==> config.mk <==
export PLATFORM = sky130hd
export DESIGN_NAME = nx_xrfb_fifo_ctrl
export DESIGN_NICKNAME = d
export VERILOG_FILES = /design/src/rtl/nx_xrfb_fifo_ctrl.sv
export SDC_FILE = /design/constraint.sdc
export NUM_CORES = 1
export LEC_CHECK = 0
export CAP_MARGIN = 20
export CORE_MARGIN = 8
export CORE_UTILIZATION = 34
export DETAILED_ROUTE_END_ITERATION = 8
export PLACE_DENSITY = 0.82
export SYNTH_ARGS = -nofsm -noshare
export SYNTH_HDL_FRONTEND = slang
export SYNTH_SLANG_ARGS = --single-unit
export TNS_END_PERCENT = 10
==> constraint.sdc <==
create_clock -name CK -period 3.8 [get_ports CK]
set_clock_uncertainty 0.15 [all_clocks]
set_input_delay 0.38 -clock CK [delete_from_list [all_inputs] [get_ports CK]]
set_output_delay 0.38 -clock CK [all_outputs]
set_load 0.02 [all_outputs]
==> src/rtl/nx_xrfb_fifo_ctrl.sv <==
// rtl/nx_xrfb_fifo_ctrl.sv - show-ahead FIFO controller sequencing an external NX_XRFB register file
// Pointers, occupancy and flags live here; storage is the RF, read combinationally through RF_RA->RF_O.
module nx_xrfb_fifo_ctrl #(
   parameter int DEPTH_LOG2 = 6,
   parameter int WIDTH      = 18,
   parameter int AFULL_LVL  = 56,
   parameter int AEMPTY_LVL = 8
) (
   input  logic                  CK,
   input  logic                  R,
   input  logic                  FLUSH,
   input  logic                  IN_VALID,
   output logic                  IN_READY,
   input  logic [WIDTH-1:0]      IN_DATA,
   output logic                  OUT_VALID,
   input  logic                  OUT_READY,
   output logic [WIDTH-1:0]      OUT_DATA,
   output logic [WIDTH-1:0]      RF_I,
   output logic [DEPTH_LOG2-1:0] RF_WA,
   output logic [DEPTH_LOG2-1:0] RF_RA,
   output logic                  RF_WE,
   output logic                  RF_WEA,
   input  logic [WIDTH-1:0]      RF_O,
   output logic [DEPTH_LOG2:0]   COUNT,
   output logic                  AFULL,
   output logic                  AEMPTY,
   output logic [DEPTH_LOG2:0]   HWM
);

   localparam int CW = DEPTH_LOG2 + 1;
   localparam logic [DEPTH_LOG2:0] DEPTH_C  = CW'(1 << DEPTH_LOG2);
   localparam logic [DEPTH_LOG2:0] AFULL_C  = CW'(AFULL_LVL);
   localparam logic [DEPTH_LOG2:0] AEMPTY_C = CW'(AEMPTY_LVL);

   logic [DEPTH_LOG2-1:0] wptr, rptr;
   logic [DEPTH_LOG2:0]   count, hwm, next_count;
   logic                  full, empty, push, pop;

   assign full  = (count == DEPTH_C);
   assign empty = (count == '0);

   // Ready depends only on state, so a full FIFO refuses a push even when a pop frees a slot.
   assign IN_READY  = !full && !R && !FLUSH;
   assign OUT_VALID = !empty && !R && !FLUSH;
   assign push      = IN_VALID && IN_READY;
   assign pop       = OUT_VALID && OUT_READY;

   assign RF_I     = IN_DATA;
   assign RF_WA    = wptr;
   assign RF_RA    = rptr;
   assign RF_WE    = push;
   assign RF_WEA   = 1'b1;
   assign OUT_DATA = RF_O;

   assign COUNT  = count;
   assign HWM    = hwm;
   assign AFULL  = (count >= AFULL_C);
   assign AEMPTY = (count <= AEMPTY_C);

   always_comb begin
      next_count = count;
      if (push && !pop)
         next_count = count + 1'b1;
      else if (pop && !push)
         next_count = count - 1'b1;
   end

   always_ff @(posedge CK) begin
      if (R || FLUSH) begin
         wptr  <= '0;
         rptr  <= '0;
         count <= '0;
         hwm   <= '0;
      end else begin
         if (push)
            wptr <= wptr + 1'b1;
         if (pop)
            rptr <= rptr + 1'b1;
         count <= next_count;
         if (next_count > hwm)
            hwm <= next_count;
      end
   end

endmodule

# Yosys cells after proc, flatten, opt, wreduce, memory -nomap -nowiden
# Index checks and enable logic that the tools add are counted.
dict set report totals {
  regBits 26
  input_bits 41
  output_inout_bits 68
  elab_cells 30
}
dict set report classes {
  eq_ne 1
  mux 2
  n_reduce_logical 16
  add_sub_neg 4
  n_lt_le_gt_ge 3
}
# cell n
set ops {}
lappend ops {{two-way mux 7 bit} 2}
lappend ops {{adder 6 x 1 -> 6 bit (second input constant)} 2}
lappend ops {{logical AND 1 bit} 8}
lappend ops {{adder 7 x 1 -> 7 bit (second input constant)} 1}
lappend ops {{equality test 7 bit (second input constant)} 1}
lappend ops {{greater-or-equal comparator 7 x 6 -> 1 bit (second input constant)} 1}
lappend ops {{> comparator 7 bit} 1}
lappend ops {{less-or-equal comparator 7 x 4 -> 1 bit (second input constant)} 1}
lappend ops {{logical NOT 7 bit} 1}
lappend ops {{subtractor 7 x 1 -> 7 bit (second input constant)} 1}
lappend ops {{logical NOT 1 bit} 6}
lappend ops {{logical OR 1 bit} 1}

# Logic depth before layout (Yosys ltp)
dict set report logic_depth {
  depth_word 10
  mapped_depth 18
  ltp_nobuf 15
}

# Worst setup path after synthesis
# Ideal clock, no wire load.
dict set report synth_path {
  path_kind {reg-to-reg}
  start {register count[0] (netlist: COUNT[0])}
  end {register hwm[3] (netlist: HWM[3])}
  t_required_ns 3.522
  slack_ns 0.032
  path_buffers 3
  synth_period_minus_slack_ns 3.768
  path_stages_with_launch 17
  setup_time_ns 0.128
  arrival_time_ns 3.490
  cell_sequence {dfxtp_1 -> inv_1 -> ha_1 -> or4b_1 -> buf_2 -> o211a_1 -> buf_2 -> and3_1 -> or3_4 -> and2_1 -> ha_1 -> o21a_1 -> o21ai_0 -> a21boi_0 -> clkbuf_1 -> mux2i_1 -> nor2_1}
}
dict set report synth_via {
  elab_chain_cells 10
  word_cells_on_any_way 19
  classes_between {add/sub (2); order compare (1); eq/ne (1); mux (2); reduce/logical (13)}
}
# item line
set synth_rtl {}
lappend synth_rtl {{from (decl)} 36} ;# logic [DEPTH_LOG2:0] count, hwm, next_count;
lappend synth_rtl {{from (signal assigned)} 79} ;# count <= next_count;
lappend synth_rtl {{equality test 7 bit (*)} 39} ;# assign full = (count == DEPTH_C);
lappend synth_rtl {{logical NOT 1 bit (*)} 43} ;# assign IN_READY = !full && !R && !FLUSH;
lappend synth_rtl {{logical AND 1 bit (*) (2 in a row)} 43}
lappend synth_rtl {{logical AND 1 bit (*)} 45} ;# assign push = IN_VALID && IN_READY;
lappend synth_rtl {{net RF_WE} 21} ;# output logic RF_WE,
lappend synth_rtl {{logical NOT 1 bit} 64} ;# else if (pop && !push)
lappend synth_rtl {{logical AND 1 bit} 64}
lappend synth_rtl {{two-way mux 7 bit} 64}
lappend synth_rtl {{two-way mux 7 bit (*)} 62} ;# if (push && !pop)
lappend synth_rtl {{net next_count[2]} 36}
lappend synth_rtl {{> comparator 7 bit (*)} 80} ;# if (next_count > hwm)
lappend synth_rtl {{to (signal assigned)} 81} ;# hwm <= next_count;
lappend synth_rtl {{to (decl)} 36}
# The timed path passes the listed nets; every way through them passes the cells marked *.
# A chain may end at the register's enable or synchronous reset.

# Worst setup path in the final report
dict set report layout_path {
  start {register count[0] (netlist: COUNT[0])}
  end {register hwm[3] (netlist: HWM[3])}
}
dict set report layout_via {
  elab_chain_cells 10
  word_cells_on_any_way 19
  classes_between {add/sub (2); order compare (1); eq/ne (1); mux (2); reduce/logical (13)}
}
# item line
set layout_rtl {}
lappend layout_rtl {{equality test 7 bit} 39}
lappend layout_rtl {{logical NOT 1 bit} 43}
lappend layout_rtl {{logical AND 1 bit (2 in a row)} 43}
lappend layout_rtl {{logical AND 1 bit} 45}
lappend layout_rtl {{logical NOT 1 bit} 64}
lappend layout_rtl {{logical AND 1 bit} 64}
lappend layout_rtl {{two-way mux 7 bit} 64}
lappend layout_rtl {{two-way mux 7 bit (*)} 62}
lappend layout_rtl {{net next_count[6]} 36}
lappend layout_rtl {{> comparator 7 bit (*)} 80}
# Marked as above.

==> impl_summary.log <==
INFO  metric min_from = RF_WA[5]$_SDFFE_PP0P_
INFO  metric io_buffers = 35
INFO  metric final_core_util = 0.407
INFO  metric vias_in_the_first_global_route = approximately 1.4k
INFO  metric setup_viol_count_final = 0
INFO  metric hold_path_end = RF_WA[5]$_SDFFE_PP0P_
INFO  metric coreArea = about 0.0051 mm²
INFO  metric r2r.worst_path.cells = 15
INFO  metric mostFrequentLayoutCells = 35 x clkdlybuf4s50_1, 26 x dfxtp_1, 24 x nor2_1
INFO  metric critPathRequiredTime = approximately 3.8 ns
INFO  metric post-route-drc-count = 0
INFO  metric cap_viol_max_count = 0
INFO  metric final_area = roughly 0.0021 mm²
INFO  metric path_class = flop to flop
INFO  metric cts-root-buf = clkbuf_8
INFO  metric mostFrequentLayoutCell = clkdlybuf4s50_1
INFO  metric timing.hold.worst_path_depth = 2
INFO  metric outcome = complete, no violations
INFO  metric synth.net_count = roughly 270
INFO  metric worstSetupStartpointType = flop
INFO  metric asyncSetResetFlopFracSynth = 0
INFO  metric vdd.ir_drop.worst = ~140 µV
INFO  metric post-layout-total-power = 569 µW
INFO  metric fmax = about 280 MHz
INFO  metric postSynth.topFlopCell = dfxtp_1
INFO  metric vias_per_cell = roughly 4.7
INFO  metric timing.critical_path.to_type = flop
INFO  metric worstSkewPairLatency = roughly 0.27 ns
INFO  metric power_density = approximately 280 mW/mm²
INFO  metric syn_inst = 220
INFO  metric synth-seq-cells = 26
INFO  metric detail_route.wl_per_cell = 14.0 µm
INFO  metric yosys-top-cells-area = dfxtp_1 29%, buf_4 16%, ha_1 8.4%, nor2_1 5.1%, xor2_1 4.4%
INFO  metric finalWirelength = around 4.1 mm
INFO  metric power.leakage = about 0.8 nW
INFO  metric final-hold-violation-count = 0
INFO  metric timing.critical_path.arrival = 3.54 ns
INFO  metric io_pins = about 110
INFO  metric cts_made_buffers = 3
INFO  metric grt_start_max_net_pins = 16
INFO  metric antenna-diode-count = 0
INFO  metric globalplace.congestion = just under 0.9
INFO  metric ys_seq_area_frac = 0.293
INFO  metric timing.reg2reg.setup_slack = roughly 0.27 ns
INFO  metric global_route.overflow_total = 0
INFO  metric die_h = just under 90 µm
INFO  metric post_synth_num_cell_types = 43
INFO  metric fp.dieW = around 90 µm
INFO  metric grt_pass1_wl = about 6.6 mm
INFO  metric synth_area_leader_cell = dfxtp_1
INFO  metric worst-path-max-fanout = 9
INFO  metric antenna_found_initial = 0
INFO  metric route.vias.total = between 1k and 1.5k
INFO  metric r2r-start = COUNT[0]$_SDFF_PP0_
INFO  metric rows = 26
INFO  metric finalCritPeriodShare = 0.929
INFO  metric synth_warnings = 0
INFO  metric cts_max_level = 1
INFO  metric synth_top_area_share = 0.293
INFO  metric final_critical_delay_including_setup_and_external_delays = between 3 and 4 ns
INFO  metric layout-drive-gt1-share = 0.0978
INFO  metric clockBufferDepth = 2
INFO  metric synth_edf_count = 0
INFO  metric syn2layout_area_growth = 16.0%
INFO  metric starting_density_of_the_core = 0.351
INFO  metric synthesis.area = 0.00178 mm²
INFO  metric rsz0062_at_grt = no
INFO  metric finish.net_count = between 200 and 300
INFO  metric layout.filler_cells = roughly 530
INFO  metric ant_nets = 0
INFO  metric postSynthAreaPerCell = between 8 and 9 µm²
INFO  metric place_area = roughly 0.0020 mm²
INFO  metric clock_sink_count = 26
INFO  metric detailedRoute.firstIterationViolations = 39
INFO  metric maxSlewViolCount = 0
INFO  metric clock_slew_at_the_register_clock_pins_of_the_worst_setup_and_hold_paths = around 0.09 ns
INFO  metric tritoncts = done
INFO  metric r2r_end = HWM[3]$_SDFFE_PP0N_
INFO  metric hold_path.class = flop to flop
INFO  metric post-dp-hpwl = between 3 and 4 mm
INFO  metric drt-pass1-iter-count = 4
INFO  metric die-area = 0.00780 mm²
INFO  metric grt_usage = 0.105
INFO  metric setup_total_negative_slack = 0 ns
==> flip-flops by register name, summed over array words and instances (netlist names) <==
name,cells
RF_RA,6
COUNT,7
HWM,7
RF_WA,6
==> stage by stage <==
| step | worst slack (ns) | hold slack (ns) | instances |
|---|---|---|---|
| 2_1_floorplan | 0.0324 | 0.405 | 220 |
| 3_3_place_gp | 0.294 | 0.319 | 291 |
| 3_5_place_dp | 0.0755 | 0.333 | 291 |
| 4_1_cts | 0.0561 | 0.346 | 295 |
| 5_1_grt | 0.0453 | 0.368 | 295 |
| 6_report | 0.271 | 0.343 | 295 |
==> cell families after synthesis <==
family,after synthesis,share of synthesized area
AND/OR/NAND/NOR,81,0.241
flip-flops,26,0.293
multiplexers,3,0.0169
other,1,0.00211
XOR/XNOR,13,0.0640
adder cells (fa/ha/maj),12,0.0844
buffers and inverters,56,0.202
AO/OA/AOI/OAI,28,0.0978
==> cells in the mapped netlist (all sizes together), types with 2 or more instances <==
cell type / count
inv: 11
mux2i: 3
dfxtp: 26
buf: 40
nand3: 5
nand3b: 2
clkbuf: 5
and3: 4
nand2: 14
nor2b: 3
nand2b: 4
or3: 3
xnor2: 4
and2: 6
o21ai: 9
nor2: 24
or2: 2
o31a: 2
o22ai: 2
nand4: 7
a21oi: 7
xor2: 9
ha: 12
==> worst max-delay path, stage by stage, from the launching register on <==
cell	delay, ns
dfxtp_1	0.32
inv_1	0.11
ha_1	0.19
or4b_4	0.53
mux2i_1	0.18
or4_4	0.51
a21oi_2	0.16
nor2b_1	0.08
ha_1	0.29
nand2_1	0.07
nor2_1	0.14
o21ai_1	0.09
a21boi_1	0.21
buf_4	0.18
mux2i_1	0.18
nor2_1	0.06
==> cell type report <==
| type | instances | area, µm² | share of cell area |
|---|---|---|---|
| multi-input cells | 138 | 911 | 0.441 |
| clock buffers | 3 | 41.3 | 0.0200 |
| flip-flops and latches | 26 | 520 | 0.252 |
| clock inverters | 1 | 30.0 | 0.0145 |
| well taps | 70 | 87.6 | 0.0424 |
| repair buffers | 46 | 433 | 0.210 |
| inverters | 11 | 41.3 | 0.0200 |
==> how the worst max path moves through the flow <==
| stage | startpoint | to | cells after the start |
|---|---|---|---|
| floorplan | COUNT[0]$_SDFF_PP0_ | HWM[3]$_SDFFE_PP0N_ | 16 |
| global placement | COUNT[0]$_SDFF_PP0_ | HWM[3]$_SDFFE_PP0N_ | 16 |
| detailed placement | COUNT[0]$_SDFF_PP0_ | HWM[4]$_SDFFE_PP0N_ | 15 |
| CTS | COUNT[0]$_SDFF_PP0_ | HWM[3]$_SDFFE_PP0N_ | 15 |
| global route | COUNT[0]$_SDFF_PP0_ | HWM[3]$_SDFFE_PP0N_ | 15 |
| finish | COUNT[0]$_SDFF_PP0_ | HWM[3]$_SDFFE_PP0N_ | 15 |
==> layer usage <==
metal  wire [µm]  share of wire  global-route usage  vias up
li1            -              -                   -      710
met1        1600           0.39               0.111      617
met4          62          0.015              0.0538        0
met3         467           0.11              0.0409       14
met2        2000           0.48               0.177       60
met5           0              0                   0        -
==> report_power, final <==
part	total [mW]	leakage [nW]	switching (mW)	internal, mW
Combinational	0.0655	0.564	0.0352	0.0303
Sequential	0.276	0.210	0.00159	0.274
Clock	0.228	0.0357	0.0874	0.141
Total	0.569	0.809	0.124	0.445
==> timing repair <==
item	4_1_cts	5_1_grt
setup buffers	0	0
endpoints found under the setup margin	0	7
hold buffers	0	0
hold endpoints to repair	0	0
gates resized for setup	0	5
Note: power is estimated with default switching activity, not from simulation.
